File: config.mk
export PLATFORM = sky130hd
export DESIGN_NAME = sin_nco_rd
export DESIGN_NICKNAME = d
export VERILOG_FILES = /design/src/rtl/sin_nco_rd.sv
export SDC_FILE = /design/constraint.sdc
export NUM_CORES = 1
export LEC_CHECK = 0
export BUFFER_PORTS_ARGS = -buffer_cell sky130_fd_sc_hd__buf_2
export CORE_ASPECT_RATIO = 0.8
export CORE_MARGIN = 5
export CORE_UTILIZATION = 23
export DETAILED_ROUTE_END_ITERATION = 16
export PLACE_DENSITY = 0.49
export SYNTH_ARGS = -nofsm -noshare
export SYNTH_HDL_FRONTEND = slang
export SYNTH_SLANG_ARGS = --single-unit
File: constraint.sdc
create_clock -name clk -period 4.1 [get_ports clk]
set_clock_uncertainty 0.05 [all_clocks]
set_input_delay 0.82 -clock clk [delete_from_list [all_inputs] [get_ports clk]]
set_output_delay 0.82 -clock clk [all_outputs]
set_load 0.02 [all_outputs]
File: src/rtl/sin_nco_rd.sv
// ============================================================================
// Module   : sin_nco_rd
// Purpose  : Phase-accumulator NCO issuing reads to a registered sine ROM,
//            with a 2-entry output FIFO and ready/valid handshake.
// Revision : 1.0  initial release
// ============================================================================
`default_nettype none

module sin_nco_rd #(
  parameter int DW = 16,
  parameter int AW = 8,
  parameter int PW = 24
) (
  input  logic          clk,
  input  logic          rst_n,
  input  logic          en,
  input  logic          phase_clr,
  input  logic [PW-1:0] freq_word,
  output logic          rom_ce_n,
  output logic [AW-1:0] rom_addr,
  input  logic [DW-1:0] rom_data,
  output logic [DW-1:0] out_data,
  output logic          out_valid,
  input  logic          out_ready
);

  logic [PW-1:0] r_phase;
  logic          r_inflight;
  logic [DW-1:0] r_mem [2];
  logic          r_wptr;
  logic          r_rptr;
  logic [1:0]    r_count;

  logic          w_pop;
  logic          w_push;
  logic [2:0]    w_occ;
  logic          w_issue;

  assign out_valid = (r_count != 2'd0);
  assign out_data  = r_mem[r_rptr];
  assign w_pop     = out_valid & out_ready;
  assign w_push    = r_inflight;

  // Occupancy counts the read in flight so a new read is only issued when a
  // FIFO slot is guaranteed for its data; this is what rules out overflow.
  // pop implies count >= 1, so the subtraction never underflows.
  assign w_occ   = {1'b0, r_count} + {2'b00, r_inflight} - {2'b00, w_pop};
  assign w_issue = rst_n & en & ~phase_clr & (w_occ < 3'd2);

  assign rom_ce_n = ~w_issue;
  assign rom_addr = r_phase[PW-1 -: AW];

  always_ff @(posedge clk or negedge rst_n) begin
    if (!rst_n) begin
      r_phase    <= '0;
      r_inflight <= 1'b0;
    end else begin
      r_inflight <= w_issue;
      if (phase_clr) begin
        r_phase <= '0;
      end else if (w_issue) begin
        r_phase <= r_phase + freq_word;
      end
    end
  end

  always_ff @(posedge clk or negedge rst_n) begin
    if (!rst_n) begin
      r_mem[0] <= '0;
      r_mem[1] <= '0;
      r_wptr   <= 1'b0;
      r_rptr   <= 1'b0;
      r_count  <= 2'd0;
    end else begin
      if (w_push) begin
        r_mem[r_wptr] <= rom_data;
        r_wptr        <= ~r_wptr;
      end
      if (w_pop) begin
        r_rptr <= ~r_rptr;
      end
      case ({w_push, w_pop})
        2'b10:   r_count <= r_count + 2'd1;
        2'b01:   r_count <= r_count - 2'd1;
        default: r_count <= r_count;
      endcase
    end
  end

  a_count_max: assert property (@(posedge clk) disable iff (!rst_n) r_count <= 2'd2);

endmodule

`default_nettype wire

# == After elaboration in Yosys (flattened, before gate mapping) ==
# Cells that the tools add are included.
# classes
addsub,5
mux,9
eq_ne,2
order_cmp,4
bitwise_logic,10
reduce_logical,4
# op_table
op,n
16-bit two-way mux,4
24-bit two-way mux,2
32-bit bitwise mux,1
24-bit adder,1
16-bit demux with 1-bit select,1
2-bit nonzero test,3
1-bit bitwise AND,4
2-bit >= comparator (second input constant),2
1-bit inverter,4
1-bit inverter with 2-bit output,2
2-bit case mux with 2 select lines,1
2-bit by 1-bit adder with 3-bit output,1
3-bit by 2-bit less-than comparator with 1-bit output (second input constant),1
3-bit by 1-bit subtractor with 3-bit output,1
2-bit by 1-bit adder with 2-bit output (second input constant),1
2-bit by 1-bit equality test with 1-bit output (second input constant),1
2-bit equality test (second input constant),1
2-bit by 1-bit less-than comparator with 1-bit output (second input constant),1
2-bit by 1-bit subtractor with 2-bit output (second input constant),1
1-bit logical AND,1
# totals
elab_cells,41
register_bits,61
in_bits,45

# == Logic depth before layout (Yosys ltp) ==
# depth
word_depth,7
mapped_depth,13

# == Worst setup path before layout ==
# No wires, ideal clock.
# synth_timing
path_type,register to output
from,register r_count[1]
to,output rom_ce_n
path_buffers,2
setup_slack_ns,0.480
arrival_ns,2.750
stages_incl_launch_ff,10
cell_sequence,dfrtp_1 > or2_2 > and2_1 > ha_1 > nand2b_1 > fa_1 > nor2b_1 > nand4_1 > buf_1 > clkbuf_1
# synth_via
elab_chain_cells,6
word_cells_on_any_way,7
cone_classes,2 x add/sub; 1 x order compare; 3 x bitwise; 1 x reduce/logical
# synth_lines
element,line,source
start: declaration,32,logic [1:0] r_count;
start signal: assignment,83,2'b10: r_count <= r_count + 2'd1;
start signal: assignment,84,2'b01: r_count <= r_count - 2'd1;
start signal: assignment,85,default: r_count <= r_count;
2-bit nonzero test,39,assign out_valid = (r_count != 2'd0);
net out_valid,23,"output logic out_valid,"
1-bit bitwise AND,41,assign w_pop = out_valid & out_ready;
net w_pop,34,logic w_pop;
3-bit by 1-bit subtractor with 3-bit output,47,"assign w_occ = {1'b0, r_count} + {2'b00, r_inflight} - {2'b00, w_pop};"
3-bit by 2-bit less-than comparator with 1-bit output,48,assign w_issue = rst_n & en & ~phase_clr & (w_occ < 3'd2);
1-bit bitwise AND,48,
1-bit inverter,50,assign rom_ce_n = ~w_issue;
end: declaration,19,"output logic rom_ce_n,"
# The timed path passes the listed nets, and every way through them passes these cells.

# == Worst setup path after layout ==
# layout_timing
from,register r_count[1]
to,output rom_ce_n
# layout_via
elab_chain_cells,6
word_cells_on_any_way,7
cone_classes,2 x add/sub; 1 x order compare; 3 x bitwise; 1 x reduce/logical
# layout_lines
element,line
2-bit nonzero test,39
1-bit bitwise AND,41
net w_pop,34
3-bit by 1-bit subtractor with 3-bit output,47
3-bit by 2-bit less-than comparator with 1-bit output,48
1-bit bitwise AND,48
1-bit inverter,50
# The timed path passes the listed nets, and every way through them passes these cells.

==> flow_metrics.tcl <==
set metrics [dict create \
    syn2layout_area_growth_pct 21.7 \
    die_w_um 154 \
    ctsRootBufferMaster "clkbuf_16" \
    drc 0 \
    end_kind "output pin" \
    grtUsageTotal_pct 10.5 \
    clkTransAtPathRegs_ns 0.06 \
    dieArea_mm2 0.0193 \
    layout_commonest_cell "buf_2" \
    syn_inst 362 \
    rsz0062_at_grt "no" \
    hp-class "register to register" \
    fin_nets 494 \
    synth_edf_count 0 \
    p_int_mw 1.92 \
    synth_area_mm2 0.00381 \
    port_buffers 70 \
    postLayoutCellArea_mm2 0.00464 \
    grt_start_max_net_pins 62 \
    start_util_pct 23.3 \
    clock_latency_ns 0.33 \
    fin_setup_tns_ns 0 \
    worstSetupPathDepth 8 \
    cp_slowest_cell "fa_1" \
    wl_per_cell_um 15.3 \
    grt.overflow.total 0 \
    wl_um 9880 \
    drive_gt1_share_pct 33.5 \
    ys_seq_elements 61 \
    placed_area_mm2 0.00434 \
    dp_slack_ns 0.572 \
    p_leak_nw 2.21 \
    crit_arrival_ns 2.82 \
    drv_slew 0 \
    grt_pass1_wl_um 16300 \
    dp_cells 631 \
    cts_resized 0 \
    setup_viol 0 \
    htreeDepth 3 \
    worstPathCellList "or2_2 > and2_1 > ha_1 > nand2b_1 > fa_1 > nor2b_1 > nand4_1 > buf_2" \
    maxCapViolations 0 \
    ys_types 50 \
    min_period_over_period_pct 89.9 \
    crit_fanout 4 \
    yosys_warnings 0 \
    async_flop_share_pct 100 \
    vias 2938 \
    start_kind "register" \
    drt_iter0_drc 201 \
    final_antenna_net_count 0 \
    p_clk_share_pct 25.2 \
    via_per_inst 4.54 \
    grt_pass1_vias 3037 \
    most-common-layout-cells "70 x buf_2, 61 x dfrtp_1, 48 x mux2_2, 25 x ha_1, 22 x nand3_1" \
    fmax_ghz 0.271 \
    reg2reg_depth 10 \
    n_antenna_cell 0 \
    syn_area_per_cell_um2 10.5 \
    whs_path_depth 1 \
    cp_slowest_stage_delay_ns 0.48 \
    core_mm2 0.0164 \
    cp_data_required_time_ns 3.23 \
    postCtsSetupBuffers 0 \
    gp_congestion 0.786 \
    ios 71 \
    ff_latch_area_mm2 0.00153 \
    relSlewSlack_pct 45.4 \
    dp_hpwl_um 7290 \
    period_needed_ns 3.69 \
    cts_buffers 9 \
    antenna_found_initial 1 \
    tightest_slew_ns 0.820 \
    cp_num_buf_inv 1 \
    vdd_drop_max_uv 193 \
    utilization_pct 28.3 \
    hold_viol 0 \
    cpLargestDelayFamily "simple AND/OR/NAND/NOR gates" \
    multi_input_area_mm2 0.00213 \
    dr.pass1.iters 4 \
    fillCellCount 1738 \
    timing.final.ws_setup_ns 0.414 \
    power.density_mw_per_mm2 654 \
    cts_tree "yes" \
    seq_power_share_pct 32.8 \
    synth_ff_type "dfrtp_1" \
    crit_type "register to output pin" \
    clkSinkCount 61 \
    synth.yosys.seq_area_share_pct 40.0 \
    combPwrFrac_pct 42.0 \
    switchingPower_mw 1.11 \
    status "completed" \
    ctsHoldBuffers 0 \
    clock_path_buffers 2 \
    rows 42 \
    syn_nets 434 \
    die_h_um 125 \
    power.share.switching_pct 36.7 \
    layout.cells.non_filler 647 \
]
sequential cells by signal, indices dropped and copies added, names as in the netlist:
| signal | flops |
|---|---|
| r_mem | 32 |
| r_phase | 24 |
| r_wptr | 1 |
| r_inflight | 1 |
| r_count | 2 |
| r_rptr | 1 |
stage by stage:
step,power (mW),hold WS [ns]
finish,3.03,0.433
global route,3.25,0.465
CTS,3.07,0.436
detailed placement,2.29,0.422
global placement,2.25,0.418
floorplan,1.94,0.397
logic make-up after synthesis:
family | after synthesis | share of synthesized area (%)
AOI/OAI and AO/OA | 94 | 16.5
xor gates and xnor gates | 23 | 5.28
adders and majority gates | 27 | 9.26
buffers and inverters | 34 | 4.14
DFF | 61 | 40.0
muxes | 49 | 14.4
and+or+nand+nor | 74 | 10.3
Yosys cell counts, types with 2 or more instances:
master | n | area (um^2)
dfrtp_1 | 61 | 1530
mux2_2 | 48 | 541
ha_1 | 25 | 313
nand3_1 | 22 | 110
a21oi_1 | 18 | 90.1
a21o_1 | 15 | 113
clkbuf_1 | 14 | 52.6
o21ai_0 | 14 | 70.1
nand2_1 | 13 | 48.8
o21ai_1 | 12 | 60.1
xnor2_1 | 12 | 105
xor2_1 | 11 | 96.3
nor2_1 | 9 | 33.8
buf_4 | 8 | 60.1
inv_1 | 8 | 30.0
a31oi_1 | 7 | 43.8
a211oi_1 | 5 | 37.5
nand4_1 | 5 | 31.3
o21bai_1 | 4 | 30.0
a41oi_1 | 3 | 26.3
buf_1 | 3 | 11.3
nand2b_1 | 3 | 18.8
nor2b_1 | 3 | 18.8
nor3b_1 | 3 | 22.5
or2_2 | 3 | 18.8
a2111oi_0 | 2 | 17.5
and2_1 | 2 | 12.5
and3_1 | 2 | 12.5
fa_1 | 2 | 40.0
nor3_1 | 2 | 10.0
o211ai_1 | 2 | 15.0
o21a_1 | 2 | 15.0
or4_1 | 2 | 15.0
layout make-up:
cell class	count	share of cell area [%]
Multi-Input combinational cell	267	45.9
Sequential cell	61	32.9
Timing Repair Buffer	74	8.20
Tap cell	220	5.93
Clock buffer	12	5.31
Clock inverter	4	1.03
Inverter	9	0.728
metal layers:
metal,vias to the layer above,GRT usage [%],wire [um]
li1,1445,-,-
met1,1435,14.2,4700
met2,43,16.6,4680
met3,13,2.00,326
met4,2,3.95,155
met5,-,0,13
worst reg2reg max path: stages, from the launching register on:
cell,delay [ns]
dfrtp_1,0.44
or2_2,0.30
and2_1,0.20
ha_1,0.27
nand2b_1,0.15
fa_1,0.48
nor2b_1,0.12
nand4_1,0.26
buf_4,0.31
or4_1,0.53
nand3_1,0.09
power by group through the flow:
stage / logic (mW) / registers (mW) / clock network [mW]
3_5_place_dp: 1.28 / 1.01 / 0
4_1_cts: 1.29 / 0.997 / 0.784
2_1_floorplan: 1.01 / 0.930 / 0
3_3_place_gp: 1.26 / 0.989 / 0
6_report: 1.27 / 0.993 / 0.765
5_1_grt: 1.41 / 1.03 / 0.814
final timing paths:
| check | end | slack, ns | startpoint |
|---|---|---|---|
| max in group asynchronous | r_phase[10]$_DFFE_PN0P_ | 2.80 | rst_n |
| min | r_phase[23]$_DFFE_PN0P_ | 0.43 | r_phase[23]$_DFFE_PN0P_ |
| min reg2reg | r_phase[23]$_DFFE_PN0P_ | 0.43 | r_phase[23]$_DFFE_PN0P_ |
| min in group asynchronous | r_inflight$_DFF_PN0_ | 0.64 | rst_n |
| max reg2reg | r_phase[21]$_DFFE_PN0P_ | 0.82 | r_count[1]$_DFFE_PN0P_ |
| max | rom_ce_n | 0.41 | r_count[1]$_DFFE_PN0P_ |
No activity file was read; power rests on OpenSTA's default activity.
